### src/rtl/linear_flash_arbiter.sv
// Two-port round-robin arbiter and strobe sequencer for the 8-bit asynchronous linear flash bus.
// Build option: define LINEAR_FLASH_WR_EN to enable flash writes; otherwise writes complete without strobing.
module linear_flash_arbiter #(
  parameter int ADDR_W  = 19,
  parameter int DATA_W  = 8,
  parameter int RD_WAIT = 4,
  parameter int WR_WAIT = 4,
  parameter int TURN    = 1
) (
  input  logic              CLOCK,
  input  logic              RESET,
  input  logic              a_req,
  input  logic              a_we,
  input  logic [ADDR_W-1:0] a_addr,
  input  logic [DATA_W-1:0] a_wdata,
  output logic              a_ack,
  output logic [DATA_W-1:0] a_rdata,
  input  logic              b_req,
  input  logic              b_we,
  input  logic [ADDR_W-1:0] b_addr,
  input  logic [DATA_W-1:0] b_wdata,
  output logic              b_ack,
  output logic [DATA_W-1:0] b_rdata,
  output logic              busy,
  output logic [ADDR_W-1:0] Linear_Flash_address,
  output logic              Linear_Flash_ce_n,
  output logic              Linear_Flash_oe_n,
  output logic              Linear_Flash_we_n,
  output logic [DATA_W-1:0] Linear_Flash_data_o,
  output logic              Linear_Flash_data_oe,
  input  logic [DATA_W-1:0] Linear_Flash_data_i
);

`ifdef LINEAR_FLASH_WR_EN
  localparam bit C_WR_EN = 1'b1;
`else
  localparam bit C_WR_EN = 1'b0;
`endif

  localparam logic [7:0] RD_CNT   = 8'(RD_WAIT);
  localparam logic [7:0] WR_CNT   = 8'(WR_WAIT);
  localparam logic [7:0] TURN_CNT = 8'(TURN);

  typedef enum logic [2:0] {
    IDLE,
    SETUP,
    STROBE,
    HOLD,
    TURNAROUND
  } state_t;

  state_t              r_state;
  state_t              w_state_nxt;
  logic [7:0]          r_cnt;
  logic [7:0]          w_cnt_nxt;
  logic                r_sel;        // 0 = port A, 1 = port B
  logic                r_we;
  logic                r_last_b;
  logic [ADDR_W-1:0]   r_addr;
  logic                r_ce_n;
  logic                r_oe_n;
  logic                r_a_ack;
  logic                r_b_ack;
  logic [DATA_W-1:0]   r_a_rdata;
  logic [DATA_W-1:0]   r_b_rdata;
  logic                r_busy;

  logic                w_grant;
  logic                w_grant_b;
  logic                w_cap_rd;
  logic                w_sel_nxt;
  logic                w_we_nxt;
  logic                w_active_nxt;

  always_comb begin
    w_state_nxt = r_state;
    w_cnt_nxt   = r_cnt;
    w_grant     = 1'b0;
    w_grant_b   = 1'b0;
    w_cap_rd    = 1'b0;
    case (r_state)
      IDLE: begin
        if (a_req && (!b_req || r_last_b)) begin
          w_grant     = 1'b1;
          w_state_nxt = SETUP;
        end else if (b_req) begin
          w_grant     = 1'b1;
          w_grant_b   = 1'b1;
          w_state_nxt = SETUP;
        end
      end
      SETUP: begin
        if (r_we && !C_WR_EN) begin
          w_state_nxt = HOLD;
        end else begin
          w_state_nxt = STROBE;
          w_cnt_nxt   = r_we ? WR_CNT : RD_CNT;
        end
      end
      STROBE: begin
        if (r_cnt <= 8'd1) begin
          w_state_nxt = HOLD;
          w_cap_rd    = !r_we;
        end else begin
          w_cnt_nxt = r_cnt - 8'd1;
        end
      end
      HOLD: begin
        if (TURN == 0) begin
          w_state_nxt = IDLE;
        end else begin
          w_state_nxt = TURNAROUND;
          w_cnt_nxt   = TURN_CNT;
        end
      end
      TURNAROUND: begin
        if (r_cnt <= 8'd1) begin
          w_state_nxt = IDLE;
        end else begin
          w_cnt_nxt = r_cnt - 8'd1;
        end
      end
      default: w_state_nxt = IDLE;
    endcase

    // Outputs are registered, so they are decoded from the state being entered.
    w_sel_nxt    = w_grant ? w_grant_b : r_sel;
    w_we_nxt     = w_grant ? (w_grant_b ? b_we : a_we) : r_we;
    w_active_nxt = (w_state_nxt == SETUP) || (w_state_nxt == STROBE) ||
                   (w_state_nxt == HOLD);
  end

  always_ff @(posedge CLOCK or posedge RESET) begin
    if (RESET) begin
      r_state   <= IDLE;
      r_cnt     <= '0;
      r_sel     <= 1'b0;
      r_we      <= 1'b0;
      r_last_b  <= 1'b1;
      r_addr    <= '0;
      r_ce_n    <= 1'b1;
      r_oe_n    <= 1'b1;
      r_a_ack   <= 1'b0;
      r_b_ack   <= 1'b0;
      r_a_rdata <= '0;
      r_b_rdata <= '0;
      r_busy    <= 1'b0;
    end else begin
      r_state <= w_state_nxt;
      r_cnt   <= w_cnt_nxt;
      if (w_grant) begin
        r_sel  <= w_grant_b;
        r_we   <= w_we_nxt;
        r_addr <= w_grant_b ? b_addr : a_addr;
      end
      if (r_state == HOLD) begin
        r_last_b <= r_sel;
      end
      if (w_cap_rd) begin
        if (r_sel) begin
          r_b_rdata <= Linear_Flash_data_i;
        end else begin
          r_a_rdata <= Linear_Flash_data_i;
        end
      end
      r_ce_n  <= !w_active_nxt;
      r_oe_n  <= !((w_state_nxt == STROBE) && !w_we_nxt);
      r_a_ack <= (w_state_nxt == HOLD) && !w_sel_nxt;
      r_b_ack <= (w_state_nxt == HOLD) && w_sel_nxt;
      r_busy  <= (w_state_nxt != IDLE);
    end
  end

`ifdef LINEAR_FLASH_WR_EN
  logic              r_we_n;
  logic              r_data_oe;
  logic [DATA_W-1:0] r_data_o;

  always_ff @(posedge CLOCK or posedge RESET) begin
    if (RESET) begin
      r_we_n    <= 1'b1;
      r_data_oe <= 1'b0;
      r_data_o  <= '0;
    end else begin
      r_we_n    <= !((w_state_nxt == STROBE) && w_we_nxt);
      r_data_oe <= w_active_nxt && w_we_nxt;
      if (w_grant && w_we_nxt) begin
        r_data_o <= w_grant_b ? b_wdata : a_wdata;
      end
    end
  end

  assign Linear_Flash_we_n    = r_we_n;
  assign Linear_Flash_data_oe = r_data_oe;
  assign Linear_Flash_data_o  = r_data_o;
`else
  logic w_unused_wdata;
  assign w_unused_wdata       = ^{a_wdata, b_wdata};
  assign Linear_Flash_we_n    = 1'b1;
  assign Linear_Flash_data_oe = 1'b0;
  assign Linear_Flash_data_o  = '0;
`endif

  assign a_ack                = r_a_ack;
  assign b_ack                = r_b_ack;
  assign a_rdata              = r_a_rdata;
  assign b_rdata              = r_b_rdata;
  assign busy                 = r_busy;
  assign Linear_Flash_address = r_addr;
  assign Linear_Flash_ce_n    = r_ce_n;
  assign Linear_Flash_oe_n    = r_oe_n;

endmodule

### config.mk
export PLATFORM = sky130hd
export DESIGN_NAME = linear_flash_arbiter
export DESIGN_NICKNAME = d
export VERILOG_FILES = /design/src/rtl/linear_flash_arbiter.sv
export SDC_FILE = /design/constraint.sdc
export NUM_CORES = 1
export LEC_CHECK = 0
export ABC_AREA = 1
export CORE_UTILIZATION = 42
export DETAILED_ROUTE_END_ITERATION = 8
export PLACE_DENSITY = 0.91
export SYNTH_ARGS = -nofsm -noshare
export SYNTH_HDL_FRONTEND = slang
export SYNTH_SLANG_ARGS = --single-unit
### constraint.sdc
create_clock -name CLOCK -period 2.2 [get_ports CLOCK]
set_input_delay 0.55 -clock CLOCK [delete_from_list [all_inputs] [get_ports CLOCK]]
set_output_delay 0.55 -clock CLOCK [all_outputs]
set_load 0.005 [all_outputs]
==> results_dict.tcl, run 1 <==
set metrics [dict create \
    peakVddDrop_mv 0.690 \
    worst_setup_path_start_kind "flop" \
    fin_crit_ps 1890 \
    min-delay-start "Linear_Flash_address[17]$_DFFE_PP0P_" \
    stdcell_count 504 \
    grtUsageTotal 0.188 \
    overflow 0 \
    drc 0 \
    r2r_setup_slack_ps 310 \
    ys_seq_elements 54 \
    hold_depth 2 \
    grt_pass1_vias 2271 \
    critPathMaxFanout 8 \
    root_buffer "clkbuf_8" \
    crit_chain "inv_1, ha_1, inv_1, nand2_1, nand2_1, nor2_4, nand4_1, nand2_1, nand2_1" \
    first_iter_violations 169 \
    hold_path_class "flop to flop" \
    dp_hpwl_um 4430 \
    cts_setup_buffers 0 \
    num_rows 28 \
    path_delay_family "simple AND/OR/NAND/NOR gates" \
    holdPathEnd "Linear_Flash_address[17]$_DFFE_PP0P_" \
    wl_per_cell_um 11.7 \
    drive_above_1_share 0.0793 \
    dr_total_vias 2397 \
    setup_viol 0 \
    port_buffers 91 \
    synth_area_mm2 0.00272 \
    grt_max_degree 42 \
    final.setup_skew_ps 8.02 \
    final_cell_mix "nand2_1 (105), clkdlybuf4s50_1 (91), dfrtp_1 (51), inv_1 (33), nand3_1 (27)" \
    syn_inst 340 \
    r2r_end "a_rdata[2]$_DFFE_PP0P_" \
    die-height_um 82.5 \
    hold_viol 0 \
    end_kind "flop" \
    placed_cell_area_mm2 0.00365 \
    rsz0062_at_grt "no" \
    avgSynthCellArea_um2 8.01 \
    cp_num_buf_inv 2 \
    slowest_delay_ps 440 \
    ys_warn_count 0 \
    postRouteAntennaNets 0 \
    power_mw 4.86 \
    dp.cells 496 \
    clock-sinks 54 \
    clock_latency_ps 310 \
    yosysSeqAreaShare 0.497 \
    clk_pin_slew_ps 100 \
    period_share 0.860 \
    drtPass1Iterations 4 \
    status "finished clean" \
    die_area_mm2 0.00681 \
    antenna_cells 0 \
    design_area_mm2 0.00376 \
    final_common_cell "nand2_1" \
    regArea_mm2 0.00136 \
    p_per_area_mw_per_mm2 1290 \
    fillers 529 \
    p_leak_nw 1.83 \
    r2r_cells 9 \
    multiInputGateArea_mm2 0.00109 \
    crit_type "flop to flop" \
    via_per_inst 4.76 \
    cpMostUsedCell "nand2_1" \
    setup_slack_ps 308 \
    htreeDepth 2 \
    wl_um 5900 \
    cts_buffer_depth 2 \
    dpl_worst_slack_ps 240 \
    hold_buffers 0 \
    tns_ps 0 \
    fp.dieW_um 82.5 \
    gp_congestion 0.847 \
    crit_required_ps 2400 \
    cp.arrival_ps 2090 \
    grt_pass1_wl_um 9790 \
    fmax_mhz 528 \
    final_nets 498 \
    start_util 0.447 \
    cap_violations 0 \
    cts_tree "yes" \
    slew_viol_final 0 \
    core_mm2 0.00610 \
    crit_slowest_cell "dfrtp_1" \
    cts_resized 0 \
    antenna_found_initial 0 \
    yosys.cell_types.count 26 \
    numCtsBuffers 5 \
    area_delta_synth_final_pct 38.2 \
    io_pins 118 \
    crit-reg2reg-launch "r_cnt[0]$_DFFE_PP0P_" \
]
worst max-delay path by stage:
stage | cells after the start | startpoint | endpoint | slack [ps]
2_1_floorplan | 1 | RESET | Linear_Flash_address[0]$_DFFE_PP0P_ | 340
3_3_place_gp | 8 | b_req | Linear_Flash_address[10]$_DFFE_PP0P_ | 290
3_5_place_dp | 6 | a_req | b_ack$_DFF_PP0_ | 240
4_1_cts | 1 | Linear_Flash_ce_n$_DFF_PP1_ | Linear_Flash_ce_n | 300
5_1_grt | 9 | r_cnt[0]$_DFFE_PP0P_ | a_rdata[4]$_DFFE_PP0P_ | 130
6_report | 9 | r_cnt[0]$_DFFE_PP0P_ | a_rdata[2]$_DFFE_PP0P_ | 310
per-stage QoR:
step / util / hold WS, ps
floorplan: - / 468
global placement: 0.598 / 462
detailed placement: 0.598 / 465
CTS: 0.618 / 492
global route: 0.618 / 517
finish: 0.618 / 486
where the power goes:
group | switching [mW] | total, mW | internal (mW)
Clock | 0.329 | 0.676 | 0.347
Sequential | 0.311 | 1.77 | 1.46
Combinational | 1.21 | 2.41 | 1.20
final cells by class:
class,count,share of cell area
Sequential cell,54,0.360
Multi-Input combinational cell,235,0.290
Inverter,37,0.0369
Clock inverter,3,0.0130
Timing Repair Buffer,95,0.257
Clock buffer,5,0.0183
Tap cell,75,0.0249
cell families (layout without fill, tap and decap cells):
| kind of cell | count (synthesis) | count (layout) | share of synthesized area |
|---|---|---|---|
| compound gates | 60 | 60 | 0.117 |
| fa+ha+maj | 2 | 2 | 0.00919 |
| buf+inv | 59 | 140 | 0.112 |
| flops | 54 | 54 | 0.497 |
| other cells | 2 | 10 | 0.00276 |
| simple gates | 163 | 163 | 0.262 |
synthesized netlist by cell type:
| master | count | area share |
|---|---|---|
| buf_4 | 11 | 0.030 |
| clkbuf_1 | 2 | 0.0028 |
| a21boi_0 | 2 | 0.0055 |
| o21ai_0 | 25 | 0.046 |
| buf_2 | 3 | 0.0055 |
| ha_1 | 2 | 0.0092 |
| nand2_1 | 105 | 0.14 |
| a21oi_1 | 20 | 0.037 |
| or2_2 | 2 | 0.0046 |
| o21ai_1 | 9 | 0.017 |
| nor2_1 | 12 | 0.017 |
| dfrtp_1 | 51 | 0.47 |
| buf_6 | 5 | 0.021 |
| inv_1 | 34 | 0.047 |
| o21bai_1 | 2 | 0.0055 |
| o21ai_2 | 2 | 0.0064 |
| dfstp_2 | 3 | 0.029 |
| nor2_2 | 3 | 0.0069 |
| clkbuf_2 | 1 | 0.0018 |
| nand2_2 | 4 | 0.0092 |
| conb_1 | 2 | 0.0028 |
| nand2_4 | 1 | 0.0041 |
| nand3_1 | 27 | 0.050 |
| nand4_1 | 6 | 0.014 |
| inv_2 | 3 | 0.0041 |
| nor2_4 | 3 | 0.012 |
worst reg2reg max path, stage by stage (launching register included):
cell and delay (ps):
dfrtp_1 440, inv_1 90, ha_1 250, inv_1 100
nand2_1 60, nand2_1 70, nor2_4 180, nand4_1 350
nand2_1 170, nand2_1 70
registers in the layout, summed over array words and instances (netlist names):
name and count:
a_ack 1, r_state 3, Linear_Flash_ce_n 1, b_rdata 8, Linear_Flash_address 19, a_rdata 8
r_sel 1, r_cnt 8, b_ack 1, r_last_b 1, r_we 1, busy 1
Linear_Flash_oe_n 1
metal layers:
layer | vias to the layer above | global-route usage | share of wire
li1 | 1232 | - | -
met1 | 1068 | 0.219 | 0.41
met2 | 91 | 0.335 | 0.51
met3 | 6 | 0.0549 | 0.077
met4 | 0 | 0.0569 | 0.011
met5 | - | 0 | 0
Power figures use the tool's default switching activity.
==> run 2, diff against run 1 <==
Settings changed: GPL_TIMING_DRIVEN set to 1, MAX_ROUTING_LAYER set to met4, SETUP_SLACK_MARGIN set to 0.4.
==> results_dict.tcl, run 2 (synthesis results as in run 1) <==
set metrics [dict create \
    status "finished clean" \
    p_int_mw 2.97 \
    via_per_inst 4.96 \
    die_area_mm2 0.00681 \
    end_kind "primary output" \
    hold_path_class "flop to flop" \
    cap_violations 0 \
    wl_per_cell_um 12.0 \
    cts_tree "yes" \
    whs_ps 488 \
    final_common_cell "nand2_1" \
    critPathMaxFanout 2 \
    p_per_area_mw_per_mm2 1270 \
    clk_pin_slew_ps 100 \
    drc 0 \
    fillers 505 \
    final_util 0.632 \
    r2r_end "r_cnt[7]$_DFFE_PP0P_" \
    final_nets 507 \
    slew_viol_final 0 \
    port_buffers 91 \
    hold_buffers 0 \
    tns_ps 0 \
    power_mw 4.89 \
    crit_slowest_cell "clkdlybuf4s50_1" \
    fin_crit_ps 1750 \
    grt_max_degree 55 \
    hold_depth 2 \
    overflow 0 \
    start_util 0.447 \
    fmax_mhz 571 \
    p_clk_frac 0.112 \
    seq_power_share 0.364 \
    dpl_worst_slack_ps 211 \
    regArea_mm2 0.00136 \
    r2r_cells 10 \
    drtPass1Iterations 5 \
    setup_slack_ps 450 \
    htreeDepth 2 \
    num_rows 28 \
    combPwrFrac 0.524 \
    grtUsageTotal 0.203 \
    final.setup_skew_ps 6.93 \
    slowest_delay_ps 510 \
    gp_congestion 0.839 \
    grt_pass1_wl_um 10100 \
    min-delay-start "a_rdata[4]$_DFFE_PP0P_" \
    design_area_mm2 0.00385 \
    fp.dieW_um 82.5 \
    holdPathEnd "a_rdata[4]$_DFFE_PP0P_" \
    area_delta_synth_final_pct 41.5 \
    cp.arrival_ps 1200 \
    clock_latency_ps 310 \
    grt_pass1_vias 2383 \
    dp_hpwl_um 4480 \
    root_buffer "clkbuf_8" \
    die-height_um 82.5 \
    crit_chain "clkdlybuf4s50_1" \
    rsz0062_at_grt "yes" \
    postRouteAntennaNets 0 \
    path_delay_family "buffers and inverters" \
    placed_cell_area_mm2 0.00366 \
    multiInputGateArea_mm2 0.00111 \
    drive_above_1_share 0.110 \
    numCtsBuffers 5 \
    io_pins 118 \
    r2r_setup_slack_ps 530 \
    hold_viol 0 \
    dr_total_vias 2542 \
    crit-reg2reg-launch "r_cnt[0]$_DFFE_PP0P_" \
    wl_um 6170 \
    clock-sinks 54 \
    antenna_cells 0 \
    p_switching_mw 1.91 \
    largest_register_ffs 19 \
    period_share 0.796 \
    stdcell_count 513 \
    crit_start "b_rdata[4]$_DFFE_PP0P_" \
    worst_setup_path_start_kind "flop" \
    peakVddDrop_mv 0.631 \
    first_iter_violations 155 \
    cp_num_buf_inv 1 \
    crit_type "flop to primary output" \
    dp.cells 495 \
    final_cell_mix "nand2_1 (104), clkdlybuf4s50_1 (88), dfrtp_1 (50), inv_1 (30), nand3_1 (27)" \
    setup_viol 0 \
    crit_required_ps 1650 \
    cts_buffer_depth 2 \
    antenna_found_initial 0 \
    sw_frac_of_total 0.392 \
    core_mm2 0.00610 \
    p_leak_nw 1.88 \
]
==> run 2: cell count changes in the layout (fill, tap and decap cells not counted), sizes merged <==
cell / before / now
clkbuf: 5 / 6
bufinv: 1 / 0
clkinvlp: 1 / 2
buf: 4 / 13
dlymetal6s2s: 0 / 1
inv: 38 / 37
dlygate4sd2: 0 / 2
clkdlybuf4s50: 91 / 88
==> run 2: metal layers <==
layer / track usage / share of wire / vias to the layer above / routed length, um
met5: - / 0 / - / 0
met4: 0.0879 / 0.017 / 0 / 104
met3: 0.0462 / 0.067 / 12 / 415
met2: 0.343 / 0.52 / 114 / 3200
met1: 0.231 / 0.40 / 1158 / 2450
li1: - / - / 1258 / -
==> run 2: how the worst max path moves through the flow <==
stage                                                     end  slack (ps)  cells past startpoint
after floorplan                        b_rdata[3]$_DFFE_PP0P_         670                     11
after global placement                         busy$_DFF_PP0_         250                      6
after detailed placement  Linear_Flash_address[8]$_DFFE_PP0P_         210                      8
after CTS                                r_cnt[7]$_DFFE_PP0P_         440                     10
after global routing                   b_rdata[4]$_DFFE_PP0P_         350                     10
final                                              b_rdata[4]         450                      1
==> run 2: layout make-up <==
cell class	count	share of cell area
repair buffers	104	0.275
flip-flops and latches	54	0.352
clock inverters	2	0.00422
well taps	75	0.0244
clock buffers	6	0.0188
inverters	37	0.0370
multi-input cells	235	0.289
==> run 2: power by group through the flow <==
stage | logic (mW) | clock network, mW | registers (mW)
finish | 2.56 | 0.550 | 1.78
global route | 2.89 | 0.606 | 1.83
CTS | 2.47 | 0.569 | 1.77
detailed placement | 2.44 | 0 | 1.78
global placement | 2.34 | 0 | 1.77
floorplan | 1.40 | 0 | 1.76
==> run 2: repair_timing <==
action                                  CTS  global route
pin swaps                                 3             4
buffers inserted                          4             6
gates resized for setup                   3             8
endpoints found under the setup margin   23            28
==> run 3, diff against run 2 <==
Settings changed: CORE_UTILIZATION 42 to 38, PLACE_DENSITY 0.91 to 0.87.
Clock period 2.2 ns to 1.6 ns, I/O delays scaled along.
==> results_dict.tcl, run 3 (synthesis results as in run 1) <==
set metrics [dict create \
    status "finished with violations" \
    violations "negative setup slack" \
    die_area_mm2 0.00751 \
    fmax_mhz 588 \
    final_cell_mix "nand2_1 (88), buf_4 (52), clkdlybuf4s50_1 (49), dfrtp_1 (48), buf_2 (38)" \
    hold_viol 0 \
    crit_required_ps 1870 \
    final.setup_skew_ps 7.23 \
    overflow 0 \
    grt_pass1_vias 2816 \
    io_pins 118 \
    crit_chain "inv_2, ha_4, inv_1, nand2_4, nand2_4, nor2_4, nand2_4, nor2_4, clkbuf_16, nand3_1, nand2_1" \
    port_buffers 91 \
    drc 0 \
    wl_per_cell_um 14.9 \
    antenna_cells 0 \
    start_util 0.397 \
    dr_total_vias 2963 \
    clock-sinks 54 \
    hold_path_class "flop to flop" \
    drtPass1Iterations 5 \
    p_leak_nw 2.33 \
    worst_setup_path_start_kind "flop" \
    drive_above_1_share 0.459 \
    multiInputGateArea_mm2 0.00161 \
    cap_violations 0 \
    regArea_mm2 0.00136 \
    antenna_found_initial 0 \
    final_common_cell "nand2_1" \
    slowest_delay_ps 410 \
    end_kind "flop" \
    met1Wirelength_um 3520 \
    die-height_um 86.7 \
    placed_cell_area_mm2 0.00386 \
    met2WireLength_um 4660 \
    critPathMaxFanout 8 \
    holdPathEnd "Linear_Flash_address[4]$_DFFE_PP0P_" \
    first_iter_violations 251 \
    core_mm2 0.00687 \
    clock_latency_ps 320 \
    peakVddDrop_mv 0.848 \
    grt_max_degree 55 \
    area_delta_synth_final_pct 77.4 \
    largest_register_ffs 19 \
    whs_ps 483 \
    dp_hpwl_um 4490 \
    crit_slowest_cell "dfrtp_1" \
    design_area_mm2 0.00483 \
    via_per_inst 4.98 \
    cts_tree "yes" \
    slew_viol_final 0 \
    postRouteAntennaNets 0 \
    cpMostUsedCell "nand2_4" \
    grtUsageTotal 0.223 \
    p_per_area_mw_per_mm2 1890 \
    numCtsBuffers 5 \
    wl_um 8840 \
    met3_length_um 445 \
    cts_buffer_depth 2 \
    crit-reg2reg-launch "r_cnt[1]$_DFFE_PP0P_" \
    setup_slack_ps -100 \
    hold_depth 2 \
    grt_pass1_wl_um 12700 \
    final_nets 568 \
    num_rows 30 \
    fin_crit_ps 1700 \
    r2r_setup_slack_ps -100 \
    r2r_end "a_rdata[6]$_DFFE_PP0P_" \
    rsz0062_at_grt "yes" \
    r2r_cells 11 \
    htreeDepth 2 \
    fp.dieW_um 86.7 \
    setup_viol 21 \
    clk_pin_slew_ps 110 \
    period_share 1.06 \
    fillers 459 \
    crit_type "flop to flop" \
    root_buffer "clkbuf_8" \
    cp.arrival_ps 1970 \
    top_layer "met4" \
    gp_congestion 0.880 \
    min-delay-start "Linear_Flash_address[4]$_DFFE_PP0P_" \
]
==> run 3: cell type report <==
type | instances | area share
Clock inverter | 3 | 0.00595
Sequential cell | 54 | 0.281
Timing Repair Buffer | 164 | 0.310
Inverter | 37 | 0.0305
Multi-Input combinational cell | 236 | 0.333
Clock buffer | 5 | 0.0142
Tap cell | 96 | 0.0249
==> run 3: routing by layer <==
metal / vias to the layer above / track usage
met5: - / -
met4: 0 / 0.0848
met3: 25 / 0.0305
met2: 148 / 0.405
met1: 1406 / 0.248
li1: 1384 / -
==> run 3: critical path: cells and delay by family (launching register included) <==
family | cells | cell delay (ps)
DFF | 1 | 410
adders and majority gates | 1 | 140
and+or+nand+nor | 7 | 740
buffers and inverters | 3 | 360
==> run 3: power breakdown <==
group	internal, mW	total, mW	switching (mW)	leakage, nW
combinational	2.89	5.83	2.94	1.63
clock	0.326	0.833	0.507	0.0502
sequential	2.02	2.49	0.472	0.646
==> run 3: worst max-delay path by stage <==
stage | startpoint | slack (ps) | cells after the start | endpoint
after floorplan | r_cnt[0]$_DFFE_PP0P_ | 100 | 11 | b_rdata[3]$_DFFE_PP0P_
after global routing | r_cnt[0]$_DFFE_PP0P_ | -180 | 11 | a_rdata[6]$_DFFE_PP0P_
after CTS | r_cnt[0]$_DFFE_PP0P_ | -0.5 | 9 | busy$_DFF_PP0_
after detailed placement | b_req | -200 | 8 | Linear_Flash_address[16]$_DFFE_PP0P_
after global placement | a_req | -180 | 8 | r_we$_DFFE_PP0P_
final | r_cnt[1]$_DFFE_PP0P_ | -100 | 11 | a_rdata[6]$_DFFE_PP0P_
==> run 3: what timing repair did <==
action / CTS / global route
buffers inserted: 29 / 21
hold buffers: 0 / 0
resized for setup: 243 / 45
cloned: 6 / 1
pin swaps: 15 / 19
endpoints found under the setup margin: 92 / 93
==> run 3: per-stage QoR <==
step	cells	worst slack, ps	setup TNS [ps]	util	power, mW
4_1_cts	573	-0.503	-0.503	0.648	8.10
2_1_floorplan	348	105	0	-	4.51
3_3_place_gp	530	-178	-3010	0.562	6.01
6_report	595	-100	-1140	0.704	9.16
3_5_place_dp	530	-202	-3800	0.562	6.14
5_1_grt	595	-185	-2860	0.704	9.68
